$ cat config.mk
export PLATFORM = sky130hd
export DESIGN_NAME = wb_arbiter_2m
export DESIGN_NICKNAME = d
export VERILOG_FILES = /design/src/rtl/wb_arbiter_2m.sv
export SDC_FILE = /design/constraint.sdc
export NUM_CORES = 1
export LEC_CHECK = 0
export CORE_AREA = 2 2 84 86
export CTS_CLUSTER_SIZE = 24
export DETAILED_ROUTE_END_ITERATION = 6
export DIE_AREA = 0 0 86 88
export PLACE_DENSITY = 0.8
export SLEW_MARGIN = 20
export SYNTH_ARGS = -nofsm -noshare
export SYNTH_HDL_FRONTEND = slang
export SYNTH_SLANG_ARGS = --single-unit
$ cat constraint.sdc
create_clock -name clk -period 2.49 [get_ports clk]
set_clock_uncertainty 0.05 [all_clocks]
set_input_delay 0.3735 -clock clk [delete_from_list [all_inputs] [get_ports clk]]
set_output_delay 0.3735 -clock clk [all_outputs]
set_load 0.02 [all_outputs]
$ cat src/rtl/wb_arbiter_2m.sv
// Two-master Wishbone arbiter: round-robin on ties, no preemption,
// one idle cycle between grants and a slave no-ack timeout.
module wb_arbiter_2m #(
   parameter int WB_ADDR_WIDTH  = 32,
   parameter int WB_DATA_WIDTH  = 16,
   parameter int TIMEOUT_CYCLES = 16
) (
   input  logic                       clk,
   input  logic                       rst_n,
   input  logic                       m0_cyc_i,
   input  logic                       m0_stb_i,
   input  logic                       m0_we_i,
   input  logic [WB_ADDR_WIDTH-1:0]   m0_adr_i,
   input  logic [WB_DATA_WIDTH-1:0]   m0_dat_i,
   input  logic [WB_DATA_WIDTH/8-1:0] m0_sel_i,
   output logic [WB_DATA_WIDTH-1:0]   m0_dat_o,
   output logic                       m0_ack_o,
   output logic                       m0_err_o,
   input  logic                       m1_cyc_i,
   input  logic                       m1_stb_i,
   input  logic                       m1_we_i,
   input  logic [WB_ADDR_WIDTH-1:0]   m1_adr_i,
   input  logic [WB_DATA_WIDTH-1:0]   m1_dat_i,
   input  logic [WB_DATA_WIDTH/8-1:0] m1_sel_i,
   output logic [WB_DATA_WIDTH-1:0]   m1_dat_o,
   output logic                       m1_ack_o,
   output logic                       m1_err_o,
   output logic                       s_cyc_o,
   output logic                       s_stb_o,
   output logic                       s_we_o,
   output logic [WB_ADDR_WIDTH-1:0]   s_adr_o,
   output logic [WB_DATA_WIDTH-1:0]   s_dat_o,
   output logic [WB_DATA_WIDTH/8-1:0] s_sel_o,
   input  logic [WB_DATA_WIDTH-1:0]   s_dat_i,
   input  logic                       s_ack_i,
   output logic [1:0]                 gnt_o
);

   localparam logic [7:0] WAIT_LAST = 8'(TIMEOUT_CYCLES - 1);

   typedef enum logic [1:0] {
      IDLE = 2'd0,
      GNT0 = 2'd1,
      GNT1 = 2'd2
   } state_t;

   state_t     state_q, state_d;
   logic       last_gnt_q, last_gnt_d;
   logic [7:0] wait_q, wait_d;
   logic [1:0] err_q, err_d;

   always_ff @(posedge clk or negedge rst_n) begin
      if (!rst_n) begin
         state_q    <= IDLE;
         last_gnt_q <= 1'b1;
         wait_q     <= '0;
         err_q      <= '0;
      end else begin
         state_q    <= state_d;
         last_gnt_q <= last_gnt_d;
         wait_q     <= wait_d;
         err_q      <= err_d;
      end
   end

   // Handover always returns to IDLE, so a tenure ends only when cyc drops.
   always_comb begin
      state_d    = state_q;
      last_gnt_d = last_gnt_q;
      case (state_q)
         IDLE: begin
            if (m0_cyc_i && m1_cyc_i) begin
               if (last_gnt_q) begin
                  state_d    = GNT0;
                  last_gnt_d = 1'b0;
               end else begin
                  state_d    = GNT1;
                  last_gnt_d = 1'b1;
               end
            end else if (m0_cyc_i) begin
               state_d    = GNT0;
               last_gnt_d = 1'b0;
            end else if (m1_cyc_i) begin
               state_d    = GNT1;
               last_gnt_d = 1'b1;
            end
         end
         GNT0: begin
            if (!m0_cyc_i) state_d = IDLE;
         end
         GNT1: begin
            if (!m1_cyc_i) state_d = IDLE;
         end
         default: state_d = IDLE;
      endcase
   end

   assign gnt_o = {state_q == GNT1, state_q == GNT0};

   always_comb begin
      s_cyc_o = 1'b0;
      s_stb_o = 1'b0;
      s_we_o  = 1'b0;
      s_adr_o = '0;
      s_dat_o = '0;
      s_sel_o = '0;
      case (state_q)
         GNT0: begin
            s_cyc_o = m0_cyc_i;
            s_stb_o = m0_stb_i;
            s_we_o  = m0_we_i;
            s_adr_o = m0_adr_i;
            s_dat_o = m0_dat_i;
            s_sel_o = m0_sel_i;
         end
         GNT1: begin
            s_cyc_o = m1_cyc_i;
            s_stb_o = m1_stb_i;
            s_we_o  = m1_we_i;
            s_adr_o = m1_adr_i;
            s_dat_o = m1_dat_i;
            s_sel_o = m1_sel_i;
         end
         default: ;
      endcase
   end

   // An ack on the limit cycle clears the counter before a timeout is seen.
   always_comb begin
      wait_d = wait_q;
      err_d  = '0;
      if (state_q == IDLE || !s_stb_o || s_ack_i) begin
         wait_d = '0;
      end else if (wait_q == WAIT_LAST) begin
         wait_d = '0;
         err_d  = gnt_o;
      end else begin
         wait_d = wait_q + 8'd1;
      end
   end

   assign m0_err_o = err_q[0] & gnt_o[0];
   assign m1_err_o = err_q[1] & gnt_o[1];
   assign m0_ack_o = s_ack_i & gnt_o[0] & ~err_q[0];
   assign m1_ack_o = s_ack_i & gnt_o[1] & ~err_q[1];
   assign m0_dat_o = gnt_o[0] ? s_dat_i : '0;
   assign m1_dat_o = gnt_o[1] ? s_dat_i : '0;

endmodule

* Yosys cells after proc, flatten, opt, wreduce, memory -nomap -nowiden
Index checks and enable logic that the tools add are counted.
Storage, ports and cells: flip-flop bits (word level) 13, output and inout bits 91
Operators by class: bitwise operators 8, reductions and logical operators 8, eq/ne operators 6, multiplexer cells 23, add/subtract/negate cells 1
Operators by type and width (count):
- one-hot mux 32 bit (2 select lines) | 1
- 2-to-1 mux 16 bit | 2
- one-hot mux 16 bit (2 select lines) | 1
- 2-to-1 mux 2 bit | 8
- 2-to-1 mux 8 bit | 2
- adder 8 x 1 -> 8 bit (second input constant) | 1
- == test 8 x 4 -> 1 bit (second input constant) | 1
- bitwise AND 1 bit | 6
- one-hot mux 1 bit (2 select lines) | 3
- one-hot mux 2 bit (3 select lines) | 1
- 2-to-1 mux 1 bit | 4
- != test 2 bit (second input constant) | 2
- != test 4 bit (second input constant) | 1
- one-hot mux 2 bit (2 select lines) | 1
- AND reduction 3 bit | 1
- nonzero test 3 bit | 1
- == test 2 x 1 -> 1 bit (second input constant) | 1
- == test 2 bit (second input constant) | 1
- zero test 2 bit | 1
- logical OR 1 bit | 2
- inverter 1 bit | 2
- AND reduction 2 bit | 1
- logical AND 1 bit | 1
- zero test 1 bit | 1

* Depth between registers and ports, before layout
word-level depth 6, mapped depth 6, depth with buffers taken out 5

* Worst setup path before layout
OpenSTA, ideal clock, no wires.
path kind flip-flop to output port, from register state_q[0], to output s_adr_o[19], data arrival time 1.673 ns, cell stages (with the launch flop) 7, required time 2.067 ns, path slack 0.393 ns, cell sequence dfrtp_1 inv_1 ha_1 clkbuf_8 clkbuf_1 a22oi_1 nor2b_1
On the way: word-level cells in the longest chain between the ends 2
Ends and longest elaborated chain:
- start, declared | line 47 | state_t state_q, state_d;
- start signal, assigned | line 59 | state_q <= state_d;
- == test 2 bit
- net gnt_o[1] | line 36 | output logic [1:0] gnt_o
- one-hot mux 32 bit (2 select lines) | line 107 | case (state_q)
- end, declared | line 31 | output logic [WB_ADDR_WIDTH-1:0] s_adr_o,
The timed path passes the listed nets, and every way through them passes these cells.

* Final worst setup path
from register state_q[1], to output gnt_o[0]
On the way: word-level cells in the longest chain between the ends 1
Ends and longest elaborated chain:
- == test 2 x 1 -> 1 bit | line 98 | assign gnt_o = {state_q == GNT1, state_q == GNT0};
- end, declared | line 36
No other way between the ends.

==> impl_results.md <==
* Status: completed
* Critical R2R Launch: state_q[1]
* Critical Path End Type: output port
* Rows at 30
* Post-route antenna net violation count at 0
* Unrepaired setup endpoints after global routing: true
* Place WS at 125 ps
* Total area of sequential cells at 327 µm²
* Cells after DPL at 510
* Yosys warns at 0
* First-pass GRT wire length at 12200 µm
* Type of the worst setup path: reg2out
* Die W at 86 µm
* GR Util met2 at 38.8%
* Tcrit/Tclk final at 98.0%
* H-tree depth at 1
* Vias at 2523
* Area grow syn2layout at 138%
* Multi-input gate area at 0.00128 mm²
* Final nets at 564
* Endpoints failing hold at 0
* Die Y at 88 µm
* CTS Sinks at 13
* Reg-to-Reg End: wait_q[4]
* Reg2Reg Depth at 7
* Synth unique cells at 30
* Placer Congestion at 0.773
* Final core area utilization at 61.5%
* Initial antenna violation count at 0
* Most frequent cells in the layout: 152 x clkdlybuf4s50_1, 52 x nor2b_1, 51 x a22oi_1, 40 x dlygate4sd2_1, 37 x and2_1
* # DRC at 0
* Cell-internal power at 1.63 mW
* Post-Place Cell Area at 0.00402 mm²
* PD cells at 751 mW/mm²
* VDD IR max at 0.445 mV
* Sequential share of the synthesized area at 19.1%
* Number of buffers created by CTS at 3
* Worst-margin pin slew at 558 ps
* NetSw at 1.44 mW
* PnR worst setup slack at 49.6 ps
* Worst setup SP type: flop
* Max Cap Viol at 0
* CTS tree: built
* Post-Syn Area per Cell at 7.55 µm²
* Post-synthesis cell count at 227
* HP Start: wait_q[0]
* GRT met1 Usage at 22.2%
* Hold_buf cts at 0
* Vias per cell at 4.91
* GRT Max-Usage Layer: met2
* Sw frac at 46.9%
* Hold path endpoint: wait_q[0]
* Post-DP HPWL at 6880 µm
* Clock tree buffer depth at 2
* Fin area at 0.00409 mm²
* Top cell type's share of synthesized area at 22.3%
* Fill count at 588
* I/O pin cnt at 216
* GRT Overall Usage at 20.2%
* Port Buffer Count at 215
* Seq cells post-synth at 13
* Worst slew margin at 62.7%
* Initial Util at 25.8%
* DRT Wirelength at 8480 µm
* DRT iter0 DRCs at 78
* Final Setup Violations at 0
* Clock slew at reported path FFs at 60 ps
* WL/cell at 16.5 µm
* Most common cell after layout, fill and taps aside: clkdlybuf4s50_1
* Cell Area, Synth at 0.00171 mm²
* Pre-antenna DRT Iters at 4
* P_leak at 2.05 nW
* Synth area leaders: a22oi_1 22%, nor2b_1 19%, dfrtp_1 18%
* Synthesized net count at 356
* Crit path required time at 2070 ps
* WP data arrival at 2020 ps
* Clk_lat worst skew at 240 ps
* Min Tclk post-route at 2440 ps
* Ant. Diodes at 0
* Vias in the first global route at 2466
* Hold path depth at 1
* Met3 usage at 5.28%
* Root Driver: clkbuf_8
* Slew Viols, Final at 0
* F_max at 410 MHz
* Cell taking the most area after synthesis: a22oi_1
* Register-to-register setup slack at 690 ps
* Total grt overflow at 0
* Placeable Area at 0.00664 mm²
* Pin count of the biggest net entering global routing at 54
* Hold Path Class: reg2reg
* Max FO, Critical Path at 26
* Filler-free cell count of the finished design at 514
* Part of the power in registers at 8.5%
* Clock power share at 6.0%
* Die area at 0.00757 mm²
* Comb power frac at 85.4%
* Layout cell share with drive strength beyond 1 at 5.07%
-- cell families (layout without fill, tap and decap cells) --
| family | after synthesis | in the layout | synth area share, % |
|---|---|---|---|
| XOR/XNOR | 3 | 3 | 1.53 |
| flip-flops | 13 | 13 | 19.1 |
| buffers and inverters | 27 | 234 | 7.08 |
| adder cells (fa/ha/maj) | 4 | 4 | 2.92 |
| AND/OR/NAND/NOR | 112 | 112 | 40.1 |
| AO/OA/AOI/OAI | 68 | 68 | 29.3 |
-- metrics by stage --
step	setup TNS (ps)	hold WS [ps]	power, mW
global route	-163	443	3.26
CTS	-168	416	3.09
global placement	0	398	2.99
finish	0	412	3.07
floorplan	0	27.9	1.73
detailed placement	0	408	3.02
-- metal layers --
| layer | routed length (µm) | share of wire [%] |
|---|---|---|
| met1 | 3130 | 37 |
| met2 | 4440 | 52 |
| met3 | 792 | 9.3 |
| met4 | 131 | 1.5 |
| met5 | 0 | 0 |
-- synth_stat cells --
master / n
a21oi_1: 4
a22o_1: 1
a22o_2: 1
a22oi_1: 51
a31oi_1: 1
a32o_1: 1
and2_1: 37
and3_1: 3
and3_2: 1
clkbuf_1: 19
clkbuf_8: 2
dfrtp_1: 12
dfstp_2: 1
ha_1: 4
inv_1: 6
nand2_1: 4
nand3_1: 3
nand4_1: 1
nor2_1: 5
nor2_2: 1
nor2b_1: 52
nor3b_2: 1
o211ai_4: 1
o21ai_0: 6
o22ai_1: 1
o31ai_1: 1
or3_1: 3
or4_4: 1
xnor2_1: 1
xor2_1: 2
-- final cells by class --
type | count | area share [%]
timing repair buffer | 224 | 56.5
tap | 80 | 2.45
multi-input combinational | 187 | 31.4
clock inverter | 1 | 0.122
clock buffer | 3 | 1.01
sequential | 13 | 7.99
inverter | 6 | 0.551
-- critical path: stages (launching register included) --
cell and delay [ps]:
dfrtp_1 430, inv_1 100, ha_2 290, buf_8 210, buf_4 150, clkdlybuf4s50_1 590
-- timing repair --
item                                    in CTS  in global routing
gates resized for setup                     41                 25
setup buffers                                0                  0
endpoints found under the setup margin      60                 49
pin swaps                                    0                  0
-- power groups by stage --
stage / clock [mW] / sequential, mW / combinational (mW)
after floorplan: 0 / 0.256 / 1.47
after global placement: 0 / 0.260 / 2.73
after detailed placement: 0 / 0.262 / 2.76
after CTS: 0.190 / 0.259 / 2.64
after global routing: 0.203 / 0.265 / 2.80
final: 0.185 / 0.262 / 2.62
-- sequential cells by signal, indices dropped and copies added, names as in the netlist --
register    cells
last_gnt_q      1
wait_q          8
err_q           2
state_q         2
-- how the worst max path moves through the flow --
stage | from | depth (start not counted) | endpoint | slack [ps]
CTS | state_q[0] | 6 | s_stb_o | -70
detailed placement | state_q[1] | 6 | s_adr_o[2] | 120
finish | state_q[1] | 5 | gnt_o[0] | 50
floorplan | state_q[0] | 6 | s_adr_o[19] | 390
global route | state_q[1] | 5 | m0_dat_o[14] | -30
global placement | state_q[1] | 6 | s_adr_o[23] | 220
(Power assumes the default switching activity.)
==> patch (same settings) <==
Set the parameter `WB_DATA_WIDTH` to 14 (it was 16).
--- a/src/rtl/wb_arbiter_2m.sv
+++ b/src/rtl/wb_arbiter_2m.sv
@@ -2,7 +2,7 @@
 // one idle cycle between grants and a slave no-ack timeout.
 module wb_arbiter_2m #(
    parameter int WB_ADDR_WIDTH  = 32,
-   parameter int WB_DATA_WIDTH  = 16,
+   parameter int WB_DATA_WIDTH  = 14,
    parameter int TIMEOUT_CYCLES = 16
 ) (
    input  logic                       clk,
Interface: changed (9 resized); port bits go from 216 to 201. No check against the original RTL was run, so the function may have changed too.
==> patch against the original RTL <==
Total power shrank 6.6%. Synthesized area shrank 5.4%. Design area shrank 5.7%. Routed wire length shrank 13%. Combinational power shrank 8.0%. Sequential share of layout area grew 0.49 points. Synthesized cell count shrank 5.3%. Worst setup slack gained 66 ps. Clock power grew 4%. Utilization shrank 3.5 points. Sequential cell count is the same. Critical path type unchanged. Highest routed layer unchanged.
==> patch: results (changes against the original RTL) <==
use_met1_pct: 20.6  # was 22.2%
grt_max_degree: 49  # was 54
drt-initial-drc-count: 105  # was 78
gp_congestion: 0.829  # was 0.773
syn_area_um2: 1620  # was 1710 µm²
slew_headroom_pct: 61.0  # was 62.7%
place_inst: 485  # was 510
wl_met3_um: 645  # was 792 µm
num-multi-input-gates: 177  # was 187
reg2reg_slack_ps: 770  # was 690 ps
critPathCapture: "m1_dat_o[13]"  # was gnt_o[0]
p_leak_nw: 1.99  # was 2.05 nW
synthTopCellsByArea: "a22oi_1, nor2b_1, dfrtp_1, and2_1, ha_1"  # was a22oi_1, nor2b_1, dfrtp_1, and2_1, clkbuf_1
track_usage_pct: 16.8  # was 20.2%
grtUsageMet2_pct: 30.4  # was 38.8%
grt_pass1_vias: 2128  # was 2466
finalCritPeriodShare_pct: 95.4  # was 98.0%
n_clock_buffer: 4  # was 3
nonClkBufAreaFrac_pct: 56.0  # was 56.5%
syn_avg_cell_area_um2: 7.54  # was 7.55 µm²
wl_met2_um: 3790  # was 4440 µm
status: "complete, no violations"  # unchanged
worstReg2RegEnd: "err_q[0]$_DFF_PN0_"  # was wait_q[4]$_DFF_PN0_
grt_pass1_wl_um: 10400  # was 12200 µm
dp_slack_ps: 211  # was 125 ps
clockNetworkAreaShare_pct: 1.17  # was 1.13%
holdWs_ps: 424  # was 412 ps
ir_drop_mv: 0.532  # was 0.445 mV
dp_hpwl_um: 5860  # was 6880 µm
dr_total_vias: 2343  # was 2523
yosysUniqueCellTypes: 29  # was 30
placed_area_um2: 3760  # was 4020 µm²
-- patch: power by group through the flow --
stage | clock (mW) | sequential (mW) | combinational (mW)
3_3_place_gp | 0 | 0.261 | 2.49
6_report | 0.193 | 0.258 | 2.41
3_5_place_dp | 0 | 0.261 | 2.52
4_1_cts | 0.197 | 0.259 | 2.46
5_1_grt | 0.206 | 0.262 | 2.58
2_1_floorplan | 0 | 0.256 | 1.36
-- patch: cell families after synthesis --
family	count (synthesis)	synth area share, %
and+or+nand+nor	105	39.6
AOI/OAI and AO/OA	65	29.6
buffers and inverters	25	6.02
DFF	13	20.1
adders and majority gates	4	3.09
xor gates and xnor gates	3	1.62
-- patch: timing repair --
item | in CTS | in global routing
resized for setup | 22 | 30
setup endpoints to repair | 22 | 33
buffers inserted | 0 | 0
pin swaps | 0 | 0
-- patch: worst max-delay path: cells and delay by family (launching register included) --
family	cells	cell delay (ps)
fa+ha+maj	1	240
buf+inv	3	920
flops	1	390
simple gates	1	140
